File: src/rtl/id_fwd_scoreboard.sv
// ID-stage forwarding scoreboard: tracks in-flight writes per downstream slot and
// resolves each source operand to a forwarded value, the register-file value or a stall.
// Optional statistics counters are enabled with `define SCOREBOARD_STATS_EN.
module id_fwd_scoreboard #(
  parameter int NUM_STG = 3,
  parameter int STG_W   = 2,
  parameter int REG_AW  = 5,
  parameter int DW      = 32
) (
  input  logic                  clk,
  input  logic                  reset,
  input  logic                  flush,
  input  logic                  id_issue,
  input  logic [REG_AW-1:0]     id_wdest,
  input  logic [STG_W-1:0]      id_avail,
  input  logic [NUM_STG-1:0]    stage_adv,
  input  logic [NUM_STG*DW-1:0] stage_result,
  input  logic [REG_AW-1:0]     rs,
  input  logic [REG_AW-1:0]     rt,
  input  logic                  rs_used,
  input  logic                  rt_used,
  input  logic [DW-1:0]         rf_rs_value,
  input  logic [DW-1:0]         rf_rt_value,
  output logic [DW-1:0]         rs_value,
  output logic [DW-1:0]         rt_value,
  output logic                  rs_wait,
  output logic                  rt_wait,
  output logic                  issue_err
`ifdef SCOREBOARD_STATS_EN
  ,
  output logic [31:0]           stat_stall_cyc,
  output logic [31:0]           stat_fwd_rs,
  output logic [31:0]           stat_fwd_rt
`endif
);

  logic              valid_reg [NUM_STG];
  logic [REG_AW-1:0] wdest_reg [NUM_STG];
  logic [STG_W-1:0]  avail_reg [NUM_STG];
  logic              valid_next [NUM_STG];
  logic [REG_AW-1:0] wdest_next [NUM_STG];
  logic [STG_W-1:0]  avail_next [NUM_STG];
  logic              err_next;
  logic              issue_ok;

  always_comb begin
    for (int i = 0; i < NUM_STG; i++) begin
      valid_next[i] = valid_reg[i];
      wdest_next[i] = wdest_reg[i];
      avail_next[i] = avail_reg[i];
      if (stage_adv[i]) valid_next[i] = 1'b0;
    end
    // Slot i takes whatever slot i-1 held, bubbles included.
    for (int i = 1; i < NUM_STG; i++) begin
      if (stage_adv[i-1]) begin
        valid_next[i] = valid_reg[i-1];
        wdest_next[i] = wdest_reg[i-1];
        avail_next[i] = avail_reg[i-1];
      end
    end
    issue_ok = id_issue & (~valid_reg[0] | stage_adv[0]);
    if (issue_ok) begin
      valid_next[0] = 1'b1;
      wdest_next[0] = id_wdest;
      avail_next[0] = id_avail;
    end
    err_next = issue_err | (id_issue & valid_reg[0] & ~stage_adv[0]);
    if (flush) begin
      for (int i = 0; i < NUM_STG; i++) valid_next[i] = 1'b0;
      err_next = issue_err;
    end
  end

  always_ff @(posedge clk or posedge reset) begin
    if (reset) begin
      for (int i = 0; i < NUM_STG; i++) begin
        valid_reg[i] <= 1'b0;
        wdest_reg[i] <= '0;
        avail_reg[i] <= '0;
      end
      issue_err <= 1'b0;
    end else begin
      for (int i = 0; i < NUM_STG; i++) begin
        valid_reg[i] <= valid_next[i];
        wdest_reg[i] <= wdest_next[i];
        avail_reg[i] <= avail_next[i];
      end
      issue_err <= err_next;
    end
  end

  logic [REG_AW-1:0] op_num  [2];
  logic              op_used [2];
  logic [DW-1:0]     op_rf   [2];
  logic [DW-1:0]     op_val  [2];
  logic              op_wait [2];
  logic              op_fwd  [2];

  assign op_num[0]  = rs;
  assign op_num[1]  = rt;
  assign op_used[0] = rs_used;
  assign op_used[1] = rt_used;
  assign op_rf[0]   = rf_rs_value;
  assign op_rf[1]   = rf_rt_value;

  genvar gi;
  generate
    for (gi = 0; gi < 2; gi++) begin : g_lookup
      logic          hit;
      logic          ready;
      logic [DW-1:0] sel_val;

      // Scan oldest to youngest so the lowest matching slot is the last to win.
      always_comb begin
        hit     = 1'b0;
        ready   = 1'b0;
        sel_val = '0;
        for (int i = NUM_STG - 1; i >= 0; i--) begin
          if (valid_reg[i] && (wdest_reg[i] == op_num[gi]) && (op_num[gi] != '0)) begin
            hit     = 1'b1;
            ready   = (i >= int'(avail_reg[i]));
            sel_val = stage_result[i*DW +: DW];
          end
        end
        op_fwd[gi]  = op_used[gi] & hit & ready;
        op_wait[gi] = op_used[gi] & hit & ~ready;
        op_val[gi]  = op_fwd[gi] ? sel_val : op_rf[gi];
      end
    end
  endgenerate

  assign rs_value = op_val[0];
  assign rt_value = op_val[1];
  assign rs_wait  = op_wait[0];
  assign rt_wait  = op_wait[1];

`ifdef SCOREBOARD_STATS_EN
  always_ff @(posedge clk or posedge reset) begin
    if (reset) begin
      stat_stall_cyc <= '0;
      stat_fwd_rs    <= '0;
      stat_fwd_rt    <= '0;
    end else begin
      if ((op_wait[0] | op_wait[1]) && (stat_stall_cyc != '1)) stat_stall_cyc <= stat_stall_cyc + 32'd1;
      if (op_fwd[0] && (stat_fwd_rs != '1)) stat_fwd_rs <= stat_fwd_rs + 32'd1;
      if (op_fwd[1] && (stat_fwd_rt != '1)) stat_fwd_rt <= stat_fwd_rt + 32'd1;
    end
  end
`endif

endmodule
File: config.mk
export PLATFORM = sky130hd
export DESIGN_NAME = id_fwd_scoreboard
export DESIGN_NICKNAME = d
export VERILOG_FILES = /design/src/rtl/id_fwd_scoreboard.sv
export SDC_FILE = /design/constraint.sdc
export NUM_CORES = 1
export LEC_CHECK = 0
export BUFFER_PORTS_ARGS = -buffer_cell sky130_fd_sc_hd__buf_2
export CAP_MARGIN = 10
export CORE_AREA = 2 2 103 115
export DETAILED_ROUTE_END_ITERATION = 7
export DIE_AREA = 0 0 105 117
export HOLD_SLACK_MARGIN = 0.08
export PLACE_DENSITY_LB_ADDON = 0.2
export SLEW_MARGIN = 20
export SYNTH_ARGS = -nofsm -noshare
export SYNTH_HDL_FRONTEND = slang
export SYNTH_SLANG_ARGS = --single-unit
File: constraint.sdc
create_clock -name clk -period 2.9 [get_ports clk]
set_clock_uncertainty 0.05 [all_clocks]
set_input_delay 0.435 -clock clk [delete_from_list [all_inputs] [get_ports clk]]
set_output_delay 0.435 -clock clk [all_outputs]
set_load 0.05 [all_outputs]
# == Yosys cells after proc, flatten, opt, wreduce, memory -nomap -nowiden ==
# Index checks and enable logic that the tools add are counted.
# classes
magnitude_cmp,3
n_eq_ne,6
mux,27
bitwise_logic,15
n_reduce_logical,17
# ops
operator,count
$mux W32,8
$eq A5 B5 Y1,6
$mux W1,18
$logic_and A1 B1 Y1,12
$reduce_bool A5 Y1,2
$and A1 B1 Y1,9
$reduce_bool A3 Y1,3
$ge A1 B2 Y1 const A,2
$not A1 Y1,4
$mux W3,1
$ge A2 B2 Y1 const A,1
$or A1 B1 Y1,2
# totals
reg_bits,25
input_bits,186

# == Depth between registers and ports, before layout ==
# Gate-level depths: netlist of the first run.
# depth
word_depth,9
depth_mapped,9

# == Least setup slack after synthesis of the first run ==
# Ideal clock, no wire load.
# synth_path
path_type,input -> output
start,input port rs[0]
end,output port rs_value[0]
arrival_time_ps,2946
required_time_ps,2415
slack_ps,-531
stages,7
n_path_buf,1
cell_sequence,or4_1 -> o211ai_1 -> or3_1 -> a221oi_1 -> nor3_2 -> buf_4 -> mux2i_1
# synth_between
elab_chain_len,9
# synth_lines
item,line_no,rtl
start: declaration,18,"input logic [REG_AW-1:0] rs,"
$eq A5 B5 Y1,119,if (valid_reg[i] && (wdest_reg[i] == op_num[gi]) && (op_num[gi] != '0)) begin
$logic_and A1 B1 Y1 (2 in series),119,
$mux W1 (3 in series),119,
$and A1 B1 Y1 (2 in series),125,op_fwd[gi] = op_used[gi] & hit & ready;
$mux W32 *,127,op_val[gi] = op_fwd[gi] ? sel_val : op_rf[gi];
end: declaration,24,"output logic [DW-1:0] rs_value,"
# Mark *: on every way between the ends. The rest lies on a longest branch, timed or not.

# == Final worst setup path of the first run ==
# layout_path
start,input port rs[0]
end,output port rs_value[27]
# The elaborated chain is that of the path after synthesis.

==> results of run 1 <==
==> cell families after synthesis <==
| kind of cell | Yosys count | share of synthesized area |
|---|---|---|
| compound gates | 108 | 0.202 |
| xor+xnor | 30 | 0.0705 |
| buf+inv | 77 | 0.0880 |
| flops | 25 | 0.168 |
| mux | 85 | 0.247 |
| simple gates | 174 | 0.224 |
==> cells in the final DEF, fill, tap and decap left out, drive strengths merged <==
master and instances:
o22ai 30, clkbuf 7, or4 2, mux2i 30
nand2b 1, nor3 8, o22a 2, a21o 32
nand2 37, nor2b 1, o211ai 2, a211oi 1
mux2 55, buf 310, nor2 49, a31oi 32
or3 4, nor3b 1, nand4 5, inv 33
a221oi 1, and3 32, a31o 1, dfrtp 25
nand3 34, a21boi 1, a22oi 1, o31ai 2
a21oi 3, xnor2 30
==> how the worst max path moves through the flow <==
stage,end,start,depth (start not counted)
final,rs_value[27],rs[0],11
after global routing,rt_value[6],wdest_reg[14],11
after CTS,rs_value[14],rs[3],13
after detailed placement,rs_value[27],rs[0],10
after global placement,rs_value[23],rs[0],10
after floorplan,rs_value[0],rs[1],8
==> cell type report <==
| type | instances | area (sq um) | area share |
|---|---|---|---|
| clock buffer | 4 | 78.8 | 0.0115 |
| inverter | 33 | 124 | 0.0180 |
| multi-input combinational | 397 | 3490 | 0.508 |
| sequential | 25 | 627 | 0.0913 |
| tap | 150 | 188 | 0.0273 |
| timing repair buffer | 313 | 2360 | 0.344 |
==> synthesized netlist by cell type, types with 2 or more instances <==
| master | instances |
|---|---|
| sky130_fd_sc_hd__xnor2_1 | 30 |
| sky130_fd_sc_hd__or4_1 | 2 |
| sky130_fd_sc_hd__or3_1 | 4 |
| sky130_fd_sc_hd__nor3_1 | 7 |
| sky130_fd_sc_hd__buf_4 | 4 |
| sky130_fd_sc_hd__mux2_1 | 21 |
| sky130_fd_sc_hd__and3_1 | 32 |
| sky130_fd_sc_hd__nor2_1 | 49 |
| sky130_fd_sc_hd__clkbuf_1 | 34 |
| sky130_fd_sc_hd__mux2i_1 | 30 |
| sky130_fd_sc_hd__nand4_1 | 4 |
| sky130_fd_sc_hd__nand3_1 | 34 |
| sky130_fd_sc_hd__dfrtp_1 | 25 |
| sky130_fd_sc_hd__nand2_1 | 37 |
| sky130_fd_sc_hd__buf_1 | 2 |
| sky130_fd_sc_hd__o22ai_1 | 30 |
| sky130_fd_sc_hd__a31oi_1 | 32 |
| sky130_fd_sc_hd__buf_6 | 3 |
| sky130_fd_sc_hd__o22a_1 | 2 |
| sky130_fd_sc_hd__mux2_2 | 34 |
| sky130_fd_sc_hd__a21o_1 | 32 |
| sky130_fd_sc_hd__inv_1 | 33 |
| sky130_fd_sc_hd__a21oi_1 | 3 |
==> report_power, final <==
group          leakage (nW)  internal, mW  switching [mW]
registers             0.296         0.404          0.0549
clock network        0.0382         0.187           0.108
logic                  3.07         0.443           0.466
==> metal layers <==
layer  vias up  GRT usage  routed length (um)
met5         -          0                   0
met4         0     0.0631                 326
met3        34     0.0233                1060
met2       272      0.450                9000
met1      2362      0.293                6570
li1       2342          -                   -
==> through the flow <==
step	util	hold slack [ns]	std cells	setup TNS, ns	worst slack [ns]
after floorplan	-	0.412	499	-4.62	-0.114
after global placement	0.529	0.407	901	-17.09	-0.366
after detailed placement	0.529	0.410	901	-18.97	-0.418
after CTS	0.570	0.351	913	-17.95	-0.342
after global routing	0.614	0.366	922	-20.05	-0.362
final	0.614	0.321	922	-13.66	-0.261
==> timing repair <==
action | CTS | global route
resized for setup | 78 | 141
gates cloned | 2 | 4
endpoints found under the setup margin | 65 | 66
pin swaps | 5 | 19
buffers inserted | 8 | 9
==> worst max-delay path: stages <==
cell	delay, ns
sky130_fd_sc_hd__buf_6	0.09
sky130_fd_sc_hd__or4_4	0.54
sky130_fd_sc_hd__o211ai_1	0.23
sky130_fd_sc_hd__buf_4	0.18
sky130_fd_sc_hd__nor2_4	0.04
sky130_fd_sc_hd__a221oi_4	0.34
sky130_fd_sc_hd__nor3_4	0.09
sky130_fd_sc_hd__buf_12	0.15
sky130_fd_sc_hd__buf_12	0.15
sky130_fd_sc_hd__mux2_2	0.28
sky130_fd_sc_hd__buf_6	0.15
==> impl_metrics.prom, run 1 <==
# TYPE chip_impl_metric gauge
chip_impl_metric{name="finalCritPeriodShare",unit=""} 1.09
chip_impl_metric{name="gr-usage-all-layers",unit=""} 0.239
chip_impl_info{name="synth_top_flop_cell",value="sky130_fd_sc_hd__dfrtp_1"} 1
chip_impl_metric{name="stdcell_area",unit="sq um"} 6870
chip_impl_metric{name="achievable-frequency",unit="MHz"} 316
chip_impl_metric{name="clk_pin_slew",unit="ns"} 0.06
chip_impl_metric{name="yosysTopAreaCellShare",unit=""} 0.168
chip_impl_metric{name="yosysWarnings",unit=""} 0
chip_impl_metric{name="hold_violations",unit=""} 0
chip_impl_metric{name="port_buffers",unit=""} 252
chip_impl_metric{name="cts_buffers",unit=""} 3
chip_impl_metric{name="yosysSeqAreaShare",unit=""} 0.168
chip_impl_metric{name="register_to_register_setup_slack",unit="ns"} 1.37
chip_impl_metric{name="globalRouteOverflowTotal",unit=""} 0
chip_impl_metric{name="synth_seq_cells",unit=""} 25
chip_impl_metric{name="cts.sink_count",unit=""} 25
chip_impl_metric{name="max_cap_violations",unit=""} 0
chip_impl_info{name="clock_tree_from_tritoncts",value="yes"} 1
chip_impl_metric{name="ctsHtreeMaxLevel",unit=""} 1
chip_impl_metric{name="dr_total_vias",unit=""} 5010
chip_impl_info{name="timing.setup.critical_path_class",value="input pin to output pin"} 1
chip_impl_metric{name="drv_slew",unit=""} 0
chip_impl_metric{name="core_region_area",unit="sq um"} 11200
chip_impl_metric{name="clock_path_buffers",unit=""} 2
chip_impl_metric{name="drc",unit=""} 0
chip_impl_metric{name="tightest_slew",unit="ns"} 0.911
chip_impl_metric{name="drive_above_1_share",unit=""} 0.563
chip_impl_metric{name="worst_ir_drop_vdd",unit="mV"} 0.363
chip_impl_metric{name="die_w",unit="um"} 105
chip_impl_metric{name="post-route-min-period",unit="ns"} 3.16
chip_impl_metric{name="power_density",unit="nW/um^2"} 242
chip_impl_info{name="critPathCaptureType",value="output pin"} 1
chip_impl_metric{name="yosys.cell_types.count",unit=""} 38
chip_impl_info{name="rsz0062_at_grt",value="true"} 1
chip_impl_metric{name="synth-async-reset-ratio",unit=""} 1.00
chip_impl_metric{name="synth_edf_count",unit=""} 0
chip_impl_info{name="clock_tree.root_cell",value="sky130_fd_sc_hd__clkbuf_16"} 1
chip_impl_metric{name="fillerInstances",unit=""} 954
chip_impl_metric{name="worstPathRequired",unit="ns"} 2.41
chip_impl_metric{name="grt_antenna_before_repair",unit=""} 0
chip_impl_metric{name="leakagePower",unit="nW"} 3.41
chip_impl_metric{name="mappedNetlistArea",unit="sq um"} 3720
chip_impl_metric{name="placement.cell_area",unit="sq um"} 5920
chip_impl_metric{name="first_global_vias",unit=""} 4758
chip_impl_metric{name="die_h",unit="um"} 117
chip_impl_metric{name="top_level_pins",unit=""} 253
chip_impl_metric{name="average_routed_wire_per_standard_cell",unit="um"} 18.4
chip_impl_metric{name="num_rows",unit=""} 41
chip_impl_metric{name="synthesis.area_per_instance",unit="sq um"} 7.46
chip_impl_metric{name="largest_register_ff_count",unit=""} 15
chip_impl_metric{name="initial_standard_cell_utilization_of_the_core",unit=""} 0.333
chip_impl_metric{name="hold_buffers",unit=""} 0
chip_impl_metric{name="die_area",unit="sq um"} 12300
chip_impl_info{name="regToRegStartpoint",value="valid_reg[2]"} 1
chip_impl_info{name="yosys-top-cells-area",value="sky130_fd_sc_hd__dfrtp_1, sky130_fd_sc_hd__mux2_2, sky130_fd_sc_hd__mux2i_1, sky130_fd_sc_hd__xnor2_1, sky130_fd_sc_hd__a21o_1"} 1
chip_impl_info{name="violations",value="setup timing"} 1
chip_impl_metric{name="worstPathArrival",unit="ns"} 2.68
chip_impl_metric{name="design_power_total",unit="mW"} 1.66
chip_impl_metric{name="antenna_violating_nets_post_route",unit=""} 0
chip_impl_metric{name="place.gp.congestion",unit=""} 0.793
chip_impl_metric{name="setup_slack",unit="ns"} -0.261
chip_impl_metric{name="grt_max_degree",unit=""} 33
chip_impl_metric{name="syn-num-nets",unit=""} 685
chip_impl_metric{name="insertedDiodeCount",unit=""} 0
chip_impl_metric{name="worst-r2r-cell-count",unit=""} 3
chip_impl_metric{name="setup_viol_count_final",unit=""} 64
chip_impl_metric{name="synthesis.instances",unit=""} 499
chip_impl_metric{name="drtIter0Drc",unit=""} 269
chip_impl_metric{name="design.final.nets",unit=""} 959
chip_impl_metric{name="total_routed_wirelength",unit="mm"} 17.0
chip_impl_metric{name="drtPass1Iterations",unit=""} 8
chip_impl_metric{name="areaGrowthSynthToFinish",unit="%"} 84.3
chip_impl_metric{name="via_count_normalized_by_instance_count",unit=""} 5.43
chip_impl_metric{name="grt_first_pass_wirelength",unit="mm"} 24.0
chip_impl_info{name="status",value="finished, violations left"} 1
chip_impl_info{name="start_kind",value="input pin"} 1
chip_impl_metric{name="place_hpwl",unit="mm"} 12.0
chip_impl_metric{name="clock_latency_at_the_later_pin_of_the_worst_skew_pair",unit="ns"} 0.25
chip_impl_info{name="worst_r2r_endpoint",value="wdest_reg[12]"} 1
chip_impl_metric{name="maxSlewHeadroom",unit=""} 0.392
chip_impl_info{name="min-delay-path-class",value="input pin to asynchronous set/reset pin"} 1
chip_impl_metric{name="timing.critical_path.fanout_max",unit=""} 6
chip_impl_info{name="synth_top_cell_by_area",value="sky130_fd_sc_hd__dfrtp_1"} 1
No activity file was read; power rests on OpenSTA's default activity.
==> inputs of run 2 (changes only) <==
clock period = 3.9 ns   (was 2.9 ns; I/O delays follow)
==> run 2 against run 1 <==
The run now ends clean. Sequential power is 24% lower. Utilization decreased by 15 points. Global-route usage fell by 1.2 points. Non-clock buffer count down 48. Via count fell by 7.6%. Critical endpoint is now rs_value[0].
==> impl_metrics.prom, run 2 (synthesized netlist as in run 1, its figures left out) <==
# TYPE chip_impl_metric gauge
chip_impl_metric{name="worst_hold_path.num_cells",unit=""} 1
chip_impl_metric{name="drtPass1Iterations",unit=""} 4
chip_impl_info{name="timing.setup.critical_path_class",value="input pin to output pin"} 1
chip_impl_metric{name="die_area",unit="sq um"} 12300
chip_impl_metric{name="first_global_vias",unit=""} 4368
chip_impl_info{name="cell_at_the_slowest_stage_of_the_critical_path",value="sky130_fd_sc_hd__or4_1"} 1
chip_impl_metric{name="register_to_register_setup_slack",unit="ns"} 2.42
chip_impl_metric{name="design_power_total",unit="mW"} 1.05
chip_impl_info{name="regToRegStartpoint",value="valid_reg[2]"} 1
chip_impl_metric{name="drc",unit=""} 0
chip_impl_metric{name="register_area",unit="sq um"} 626
chip_impl_metric{name="gr-usage-all-layers",unit=""} 0.227
chip_impl_info{name="critical_path.cell_chain",value="buf_2 > or4_1 > o211ai_1 > nor2_1 > a221oi_1 > nor3_4 > buf_4 > mux2i_1 > buf_2"} 1
chip_impl_metric{name="ctsHtreeMaxLevel",unit=""} 1
chip_impl_metric{name="post-route-min-period",unit="ns"} 3.64
chip_impl_metric{name="largest_register_ff_count",unit=""} 15
chip_impl_info{name="worst_r2r_endpoint",value="wdest_reg[12]"} 1
chip_impl_info{name="min-delay-path-class",value="flop to flop"} 1
chip_impl_metric{name="post_cts_resize_count",unit=""} 0
chip_impl_info{name="critPathCaptureType",value="output pin"} 1
chip_impl_info{name="hold_start",value="issue_err"} 1
chip_impl_metric{name="grt_max_degree",unit=""} 65
chip_impl_metric{name="port_buffers",unit=""} 252
chip_impl_metric{name="hold_violations",unit=""} 0
chip_impl_metric{name="die_w",unit="um"} 105
chip_impl_metric{name="worst-r2r-cell-count",unit=""} 3
chip_impl_metric{name="max_cap_violations",unit=""} 0
chip_impl_metric{name="maxSlewHeadroom",unit=""} 0.418
chip_impl_metric{name="drtIter0Drc",unit=""} 275
chip_impl_metric{name="worst_ir_drop_vdd",unit="mV"} 0.307
chip_impl_metric{name="tns",unit="ns"} 0
chip_impl_metric{name="clk_pin_slew",unit="ns"} 0.06
chip_impl_metric{name="areaGrowthSynthToFinish",unit="%"} 39.5
chip_impl_metric{name="achievable-frequency",unit="MHz"} 275
chip_impl_info{name="clock_tree.root_cell",value="sky130_fd_sc_hd__clkbuf_16"} 1
chip_impl_metric{name="place_hpwl",unit="mm"} 11.7
chip_impl_metric{name="finalCritPeriodShare",unit=""} 0.934
chip_impl_metric{name="setup_viol_count_final",unit=""} 0
chip_impl_metric{name="timing.critical_path.fanout_max",unit=""} 17
chip_impl_metric{name="top_level_pins",unit=""} 253
chip_impl_metric{name="drv_slew",unit=""} 0
chip_impl_metric{name="cts_buffers",unit=""} 3
chip_impl_metric{name="tightest_slew",unit="ns"} 0.872
chip_impl_info{name="clock_tree_from_tritoncts",value="yes"} 1
chip_impl_info{name="status",value="completed"} 1
chip_impl_metric{name="place.detailed.instances",unit=""} 870
chip_impl_info{name="timing.critical_path.mode_cell",value="sky130_fd_sc_hd__buf_2"} 1
chip_impl_metric{name="via_count_normalized_by_instance_count",unit=""} 5.28
chip_impl_metric{name="antenna_violating_nets_post_route",unit=""} 0
chip_impl_info{name="layout.cells.most_common",value="sky130_fd_sc_hd__buf_2"} 1
chip_impl_info{name="start_kind",value="input pin"} 1
chip_impl_info{name="rsz0062_at_grt",value="false"} 1
chip_impl_metric{name="clock_path_buffers",unit=""} 2
chip_impl_metric{name="num_rows",unit=""} 41
chip_impl_info{name="cp_top_family",value="compound AO/OA/AOI/OAI gates"} 1
chip_impl_metric{name="multi_input_area",unit="sq um"} 2800
chip_impl_metric{name="dr_total_vias",unit=""} 4628
chip_impl_metric{name="design.final.nets",unit=""} 911
chip_impl_metric{name="grt_antenna_before_repair",unit=""} 2
chip_impl_metric{name="power_density",unit="nW/um^2"} 202
chip_impl_metric{name="die_h",unit="um"} 117
chip_impl_metric{name="fillerInstances",unit=""} 1199
chip_impl_metric{name="average_routed_wire_per_standard_cell",unit="um"} 17.0
chip_impl_metric{name="globalRouteOverflowTotal",unit=""} 0
chip_impl_metric{name="critical_path.max_stage_delay",unit="ns"} 0.56
chip_impl_metric{name="hold_buffers",unit=""} 0
chip_impl_metric{name="stdcell_count",unit=""} 876
chip_impl_metric{name="worstPathArrival",unit="ns"} 3.01
chip_impl_metric{name="place.gp.congestion",unit=""} 0.866
chip_impl_info{name="cp-startpoint",value="rs[0]"} 1
chip_impl_metric{name="clock_latency_at_the_later_pin_of_the_worst_skew_pair",unit="ns"} 0.25
chip_impl_metric{name="post-cts-setup-buffer-count",unit=""} 0
chip_impl_metric{name="initial_standard_cell_utilization_of_the_core",unit=""} 0.333
chip_impl_metric{name="path_buf_inv",unit=""} 3
chip_impl_metric{name="grt_first_pass_wirelength",unit="mm"} 22.6
chip_impl_metric{name="worstPathRequired",unit="ns"} 3.26
chip_impl_metric{name="cts.sink_count",unit=""} 25
chip_impl_info{name="layout.cells.most_common_list",value="sky130_fd_sc_hd__buf_2, sky130_fd_sc_hd__nor2_1, sky130_fd_sc_hd__nand2_1, sky130_fd_sc_hd__mux2_2, sky130_fd_sc_hd__nand3_1"} 1
chip_impl_metric{name="drive_above_1_share",unit=""} 0.435
chip_impl_metric{name="core_region_area",unit="sq um"} 11200
chip_impl_info{name="min_delay_worst_endpoint",value="issue_err"} 1
chip_impl_metric{name="total_routed_wirelength",unit="mm"} 14.9
chip_impl_metric{name="leakagePower",unit="nW"} 2.75
==> run 2: area by class of cell <==
cell class | count | share of cell area
tap | 150 | 0.0361
sequential | 25 | 0.120
timing repair buffer | 265 | 0.264
clock inverter | 1 | 0.000963
antenna | 2 | 0.000963
inverter | 33 | 0.0238
clock buffer | 3 | 0.0144
multi-input combinational | 397 | 0.539
==> run 2: report_power, final <==
part | internal [mW] | total [mW] | switching [mW]
Clock | 0.138 | 0.216 | 0.0785
Sequential | 0.300 | 0.347 | 0.0464
Combinational | 0.205 | 0.488 | 0.283
Total | 0.643 | 1.05 | 0.408
==> run 2: metal layers <==
| metal | up-vias | share of wire | global-route usage |
|---|---|---|---|
| li1 | 2245 | - | - |
| met4 | 0 | 0.013 | 0.0471 |
| met5 | - | 0 | 0 |
| met3 | 18 | 0.070 | 0.0365 |
| met2 | 200 | 0.51 | 0.420 |
| met1 | 2165 | 0.41 | 0.280 |
==> run 2: worst max path at each step <==
stage | endpoint | slack, ns | depth (start not counted)
CTS | rs_value[0] | 0.23 | 9
detailed placement | rs_value[0] | 0.23 | 9
global route | rt_value[15] | 0.12 | 9
finish | rs_value[0] | 0.26 | 9
global placement | rs_value[3] | 0.29 | 9
floorplan | rs_value[0] | 0.17 | 7
==> run 2: metrics by stage <==
step	hold slack, ns	instance area, sq um	utilization	worst slack (ns)
after floorplan	0.425	3720	-	0.169
after global routing	0.465	5190	0.464	0.123
after global placement	0.402	5110	0.457	0.291
final	0.430	5200	0.465	0.258
after detailed placement	0.407	5110	0.457	0.235
after CTS	0.428	5190	0.464	0.229
